File: src/rtl/hazard_fwd_ctrl.sv
// Hazard/forwarding control for the 5-stage RV32I pipeline.
// Define FORWARDING_EN for EX operand forwarding; otherwise hazards stall.
module hazard_fwd_ctrl #(
  parameter int REG_ADDR_W = 5,
  parameter int CNT_W      = 16
) (
  input  logic                  clk,
  input  logic                  rst_n,
  input  logic [REG_ADDR_W-1:0] id_rs1,
  input  logic [REG_ADDR_W-1:0] id_rs2,
  input  logic                  id_use_rs1,
  input  logic                  id_use_rs2,
  input  logic [REG_ADDR_W-1:0] id_rd,
  input  logic                  id_regwrite,
  input  logic                  id_memread,
  input  logic                  id_memwrite,
  input  logic                  branch_flush,
  input  logic                  mem_ready,
  output logic [1:0]            fwd_a_sel,
  output logic [1:0]            fwd_b_sel,
  output logic                  stall_if_id,
  output logic                  bubble_ex,
  output logic                  stall_all,
  output logic [CNT_W-1:0]      stall_cnt
);

  typedef struct packed {
    logic                  valid;
    logic [REG_ADDR_W-1:0] rs1;
    logic [REG_ADDR_W-1:0] rs2;
    logic                  use1;
    logic                  use2;
    logic [REG_ADDR_W-1:0] rd;
    logic                  regwrite;
    logic                  memread;
    logic                  memwrite;
  } ex_slot_t;

  typedef struct packed {
    logic                  valid;
    logic [REG_ADDR_W-1:0] rd;
    logic                  regwrite;
    logic                  memread;
    logic                  memwrite;
  } mem_slot_t;

  typedef struct packed {
    logic                  valid;
    logic [REG_ADDR_W-1:0] rd;
    logic                  regwrite;
  } wb_slot_t;

  ex_slot_t   ex_q, ex_d;
  mem_slot_t  mem_q, mem_d;
  wb_slot_t   wb_q, wb_d;
  logic [CNT_W-1:0] cnt_q, cnt_d;

  logic ex_wr, mem_wr;
  logic id_hit_ex, id_hit_mem;
  logic hazard, load_use;

  assign ex_wr  = ex_q.valid & ex_q.regwrite
                & (ex_q.rd != '0);
  assign mem_wr = mem_q.valid & mem_q.regwrite
                & (mem_q.rd != '0);

  assign id_hit_ex =
      (id_use_rs1 & (id_rs1 == ex_q.rd))
    | (id_use_rs2 & (id_rs2 == ex_q.rd));
  assign id_hit_mem =
      (id_use_rs1 & (id_rs1 == mem_q.rd))
    | (id_use_rs2 & (id_rs2 == mem_q.rd));

`ifdef FORWARDING_EN
  logic wb_wr;
  logic mem_a, mem_b, wb_a, wb_b;

  assign wb_wr = wb_q.valid & wb_q.regwrite
               & (wb_q.rd != '0);

  // Load data is not available from MEM, only once it reaches WB.
  assign mem_a = mem_wr & ~mem_q.memread & ex_q.use1
               & (mem_q.rd == ex_q.rs1);
  assign mem_b = mem_wr & ~mem_q.memread & ex_q.use2
               & (mem_q.rd == ex_q.rs2);
  assign wb_a  = wb_wr & ex_q.use1
               & (wb_q.rd == ex_q.rs1);
  assign wb_b  = wb_wr & ex_q.use2
               & (wb_q.rd == ex_q.rs2);

  always_comb begin
    fwd_a_sel = 2'b00;
    unique case (1'b1)
      mem_a:   fwd_a_sel = 2'b10;
      wb_a:    fwd_a_sel = 2'b01;
      default: fwd_a_sel = 2'b00;
    endcase
  end

  always_comb begin
    fwd_b_sel = 2'b00;
    unique case (1'b1)
      mem_b:   fwd_b_sel = 2'b10;
      wb_b:    fwd_b_sel = 2'b01;
      default: fwd_b_sel = 2'b00;
    endcase
  end

  assign hazard = ex_wr & ex_q.memread & id_hit_ex;
`else
  logic unused_fwd;

  assign fwd_a_sel = 2'b00;
  assign fwd_b_sel = 2'b00;

  // Producer must reach WB; regfile write-before-read covers it there.
  assign hazard = (ex_wr & id_hit_ex)
                | (mem_wr & id_hit_mem);

  assign unused_fwd = ^{wb_q, ex_q.rs1, ex_q.rs2,
                        ex_q.use1, ex_q.use2};
`endif

  assign stall_all = mem_q.valid & ~mem_ready
                   & (mem_q.memread | mem_q.memwrite);

  assign load_use = hazard & ~branch_flush & ~stall_all;

  assign stall_if_id = stall_all | load_use;
  assign bubble_ex   = load_use;
  assign stall_cnt   = cnt_q;

  always_comb begin
    ex_d  = ex_q;
    mem_d = mem_q;
    wb_d  = wb_q;
    if (!stall_all) begin
      wb_d = '{valid:    mem_q.valid,
               rd:       mem_q.rd,
               regwrite: mem_q.regwrite};
      mem_d = '{valid:    ex_q.valid,
                rd:       ex_q.rd,
                regwrite: ex_q.regwrite,
                memread:  ex_q.memread,
                memwrite: ex_q.memwrite};
      ex_d = '0;
      if (!(load_use | branch_flush)) begin
        ex_d = '{valid:    1'b1,
                 rs1:      id_rs1,
                 rs2:      id_rs2,
                 use1:     id_use_rs1,
                 use2:     id_use_rs2,
                 rd:       id_rd,
                 regwrite: id_regwrite,
                 memread:  id_memread,
                 memwrite: id_memwrite};
      end
    end
  end

  always_comb begin
    cnt_d = cnt_q;
    if (stall_if_id && (cnt_q != '1)) begin
      cnt_d = cnt_q + {{(CNT_W-1){1'b0}}, 1'b1};
    end
  end

  always_ff @(posedge clk or negedge rst_n) begin
    if (!rst_n) begin
      ex_q  <= '0;
      mem_q <= '0;
      wb_q  <= '0;
      cnt_q <= '0;
    end else begin
      ex_q  <= ex_d;
      mem_q <= mem_d;
      wb_q  <= wb_d;
      cnt_q <= cnt_d;
    end
  end

endmodule

File: config.mk
export PLATFORM = sky130hd
export DESIGN_NAME = hazard_fwd_ctrl
export DESIGN_NICKNAME = d
export VERILOG_FILES = /design/src/rtl/hazard_fwd_ctrl.sv
export SDC_FILE = /design/constraint.sdc
export NUM_CORES = 1
export LEC_CHECK = 0
export ABC_AREA = 1
export BUFFER_PORTS_ARGS = -buffer_cell sky130_fd_sc_hd__buf_2
export CAP_MARGIN = 10
export CORE_MARGIN = 5
export CORE_UTILIZATION = 49
export CTS_CLUSTER_SIZE = 8
export DETAILED_ROUTE_END_ITERATION = 7
export PLACE_DENSITY_LB_ADDON = 0.1
export RECOVER_POWER = 100
export REMOVE_ABC_BUFFERS = 1
export SLEW_MARGIN = 20
export SYNTH_ARGS = -nofsm -noshare
export SYNTH_HDL_FRONTEND = slang
export SYNTH_SLANG_ARGS = --single-unit
File: constraint.sdc
create_clock -name clk -period 1.5 [get_ports clk]
set_input_delay 0 -clock clk [delete_from_list [all_inputs] [get_ports clk]]
set_output_delay 0 -clock clk [all_outputs]
set_load 0.03 [all_outputs]
==> results.json <==
{
  "die_h_um": 76.7,
  "synthAdderAreaFrac": 0.00574,
  "fin_crit_ns": 1.75,
  "gp_congestion": 0.889,
  "wl_per_cell_um": 13.0,
  "grt_overflow": 0,
  "violations": "setup timing",
  "holdPathStages": 3,
  "grt.total_usage": 0.214,
  "grt_start_max_net_pins": 24,
  "drt_iter0_drc": 186,
  "grt_pass1_vias": 2242,
  "cts.sinks": 34,
  "setup_ws_ns": -0.251,
  "muxShareOfSynthArea": 0,
  "timing.hold.ws_ns": 0.0338,
  "drive_above_1_share": 0.319,
  "ir_drop_v": 0.000614,
  "cts_tree": "yes",
  "hold_class": "in -> reg",
  "outcome": "finished, violations left",
  "num_rows": 24,
  "final-setup-viol-count": 27,
  "required_ns": 1.50,
  "synth_seq_area_share": 0.391,
  "yosys_warnings": 0,
  "clock.fmax_ghz": 0.571,
  "fp.coreArea_sq_um": 4320,
  "syn_avg_cell_area_sq_um": 6.87,
  "totalPowerFinal_mw": 2.95,
  "wl_mm": 5.99,
  "yosys.area_share.xor_xnor": 0.0523,
  "diodes": 0,
  "grt_util_met2": 0.331,
  "critPathMaxFanout": 4,
  "clock_skew_ns": 0.0141,
  "clock_path_buffers": 2,
  "synth_top_family_by_area": "simple AND/OR/NAND/NOR gates",
  "grt_util_met1": 0.292,
  "die_w_um": 76.7,
  "synth-async-reset-ratio": 1.00,
  "io_pins": 47,
  "ys_ff_latch": 34,
  "fin_crit_sh": 1.17,
  "rsz0062_at_grt": "yes",
  "vias": 2282,
  "synth_compound_area_frac": 0.0195,
  "leakage_nw": 1.67,
  "numCtsBuffers": 5,
  "place_inst": 429,
  "final_nets": 432,
  "drv_cap": 0,
  "synthCells": 317,
  "cp-start-kind": "flip-flop",
  "die_area_sq_um": 5880,
  "busiest_layer": "met2",
  "synth-simple-area-share": 0.438,
  "slew-limit-headroom": 0.370,
  "finalHoldViolations": 0,
  "power.density_nw_per_um2": 941,
  "slew_violations": 0,
  "cp.arrival_ns": 1.75,
  "synth_edf_count": 0,
  "worst_slew_pin_slew_ns": 0.944,
  "h-tree-depth": 2,
  "path_class": "reg -> out",
  "antenna_found_initial": 0,
  "ant_nets": 0,
  "rr_worst_depth": 15,
  "cp-end-kind": "primary output",
  "post_dp_cell_area_sq_um": 2600,
  "drc": 0,
  "drtPass1Iterations": 4,
  "detailedPlacementHpwl_mm": 4.00,
  "ys.flop_type": "dfrtp_1",
  "clk_pin_slew_ns": 0.08,
  "dpl_worst_slack_ns": -0.0653,
  "initial_core_util": 0.504,
  "netlist_area_sq_um": 2180,
  "grt_pass1_wl_mm": 10.3,
  "area_growth_syn_to_layout_pct": 43.8,
  "clock_latency_ns": 0.30,
  "final_area_sq_um": 3130,
  "ys_types": 24,
  "grt_util_met3": 0.0468,
  "numPortBuffers": 42,
  "fin_cells": 460,
  "avgViaCountPerCell": 4.96,
  "cts_root_buf": "clkbuf_8"
}
-- cell type report --
class                      instances  area, sq um
sequential                        34          853
tap                               52         65.1
timing repair buffer              90          677
inverter                          34          128
fill                             341         1190
multi-input combinational        242         1300
clock inverter                     2         37.5
clock buffer                       6         72.6
-- through the flow --
step	utilization	setup TNS [ns]
after CTS	0.709	-3.73
final	0.725	-5.46
after global placement	0.601	-0.709
after floorplan	-	-14.06
after detailed placement	0.601	-0.588
after global routing	0.725	-8.95
-- cell usage after synthesis, types with 2 or more instances --
library cell / instances / area (sq um)
o21ai_0: 6 / 30.0
clkbuf_1: 4 / 15.0
nand2_2: 12 / 75.1
inv_2: 10 / 37.5
nor2_1: 28 / 105
buf_6: 2 / 22.5
xor2_1: 7 / 61.3
dfrtp_1: 34 / 851
nand2_4: 2 / 22.5
buf_4: 4 / 30.0
nand3_1: 30 / 150
inv_1: 23 / 86.3
xnor2_1: 6 / 52.6
nand2_1: 127 / 477
nand4_1: 11 / 68.8
nor3_1: 3 / 15.0
-- state kept, by name, indices dropped and copies added, names as in the netlist --
| signal | flops |
|---|---|
| stall_cnt | 16 |
| mem_q | 9 |
| ex_q | 9 |
-- timing repair --
| action | in CTS | in global routing |
|---|---|---|
| hold endpoints to repair | 41 | 0 |
| pin swaps | 19 | 16 |
| gates resized for setup | 35 | 19 |
| setup buffers | 11 | 2 |
| hold buffers | 8 | 0 |
| setup endpoints to repair | 24 | 28 |
| gates cloned | 3 | 0 |
-- metal layers --
| layer | routed length (um) | share of wire |
|---|---|---|
| met5 | 0 | 0 |
| met4 | 92 | 0.015 |
| met3 | 381 | 0.064 |
| met2 | 2720 | 0.45 |
| met1 | 2800 | 0.47 |
-- critical path: stages, from the launching register on --
cell	delay, ns
dfrtp_1	0.41
inv_2	0.06
nand2_1	0.06
nand2_1	0.06
nor2_1	0.12
nand3_1	0.08
nand2_1	0.09
nand2_1	0.07
nand2_2	0.09
nand2_4	0.08
buf_6	0.13
nor2_4	0.07
buf_6	0.13
-- logic make-up after synthesis --
logic type                 after synthesis
buffers and inverters                   45
and+or+nand+nor                        215
other                                    1
DFF                                     34
adders and majority gates                1
xor gates and xnor gates                13
AOI/OAI and AO/OA                        8
-- final timing paths --
kind	start	to	slack, ns
setup / recovery	mem_q[7]	bubble_ex	-0.25
hold / removal	id_rd[4]	ex_q[7]	0.03
setup reg to reg	mem_q[7]	stall_cnt[0]	-0.25
hold reg to reg	ex_q[1]	mem_q[1]	0.48
max in group asynchronous	rst_n	ex_q[5]	0.24
min in group asynchronous	rst_n	stall_cnt[15]	0.36
-- cells in the final DEF, fill, tap and decap left out, drive strengths merged --
master         n
o21ai          7
conb           4
xor2           7
clkinvlp       1
nor3           3
dlygate4sd3    8
buf           65
nand2        143
nor2          28
nor4           1
clkbuf        23
o21a           1
nand3         30
inv           33
ha             1
xnor2          6
bufinv         1
nand4         11
clkinv         1
dfrtp         34
-- power by group --
part | switching [mW] | internal, mW | leakage [nW]
clock | 0.353 | 0.496 | 0.0514
combinational | 0.547 | 0.427 | 1.17
sequential | 0.110 | 1.02 | 0.447
total | 1.01 | 1.94 | 1.67
Power figures use the tool's default switching activity.
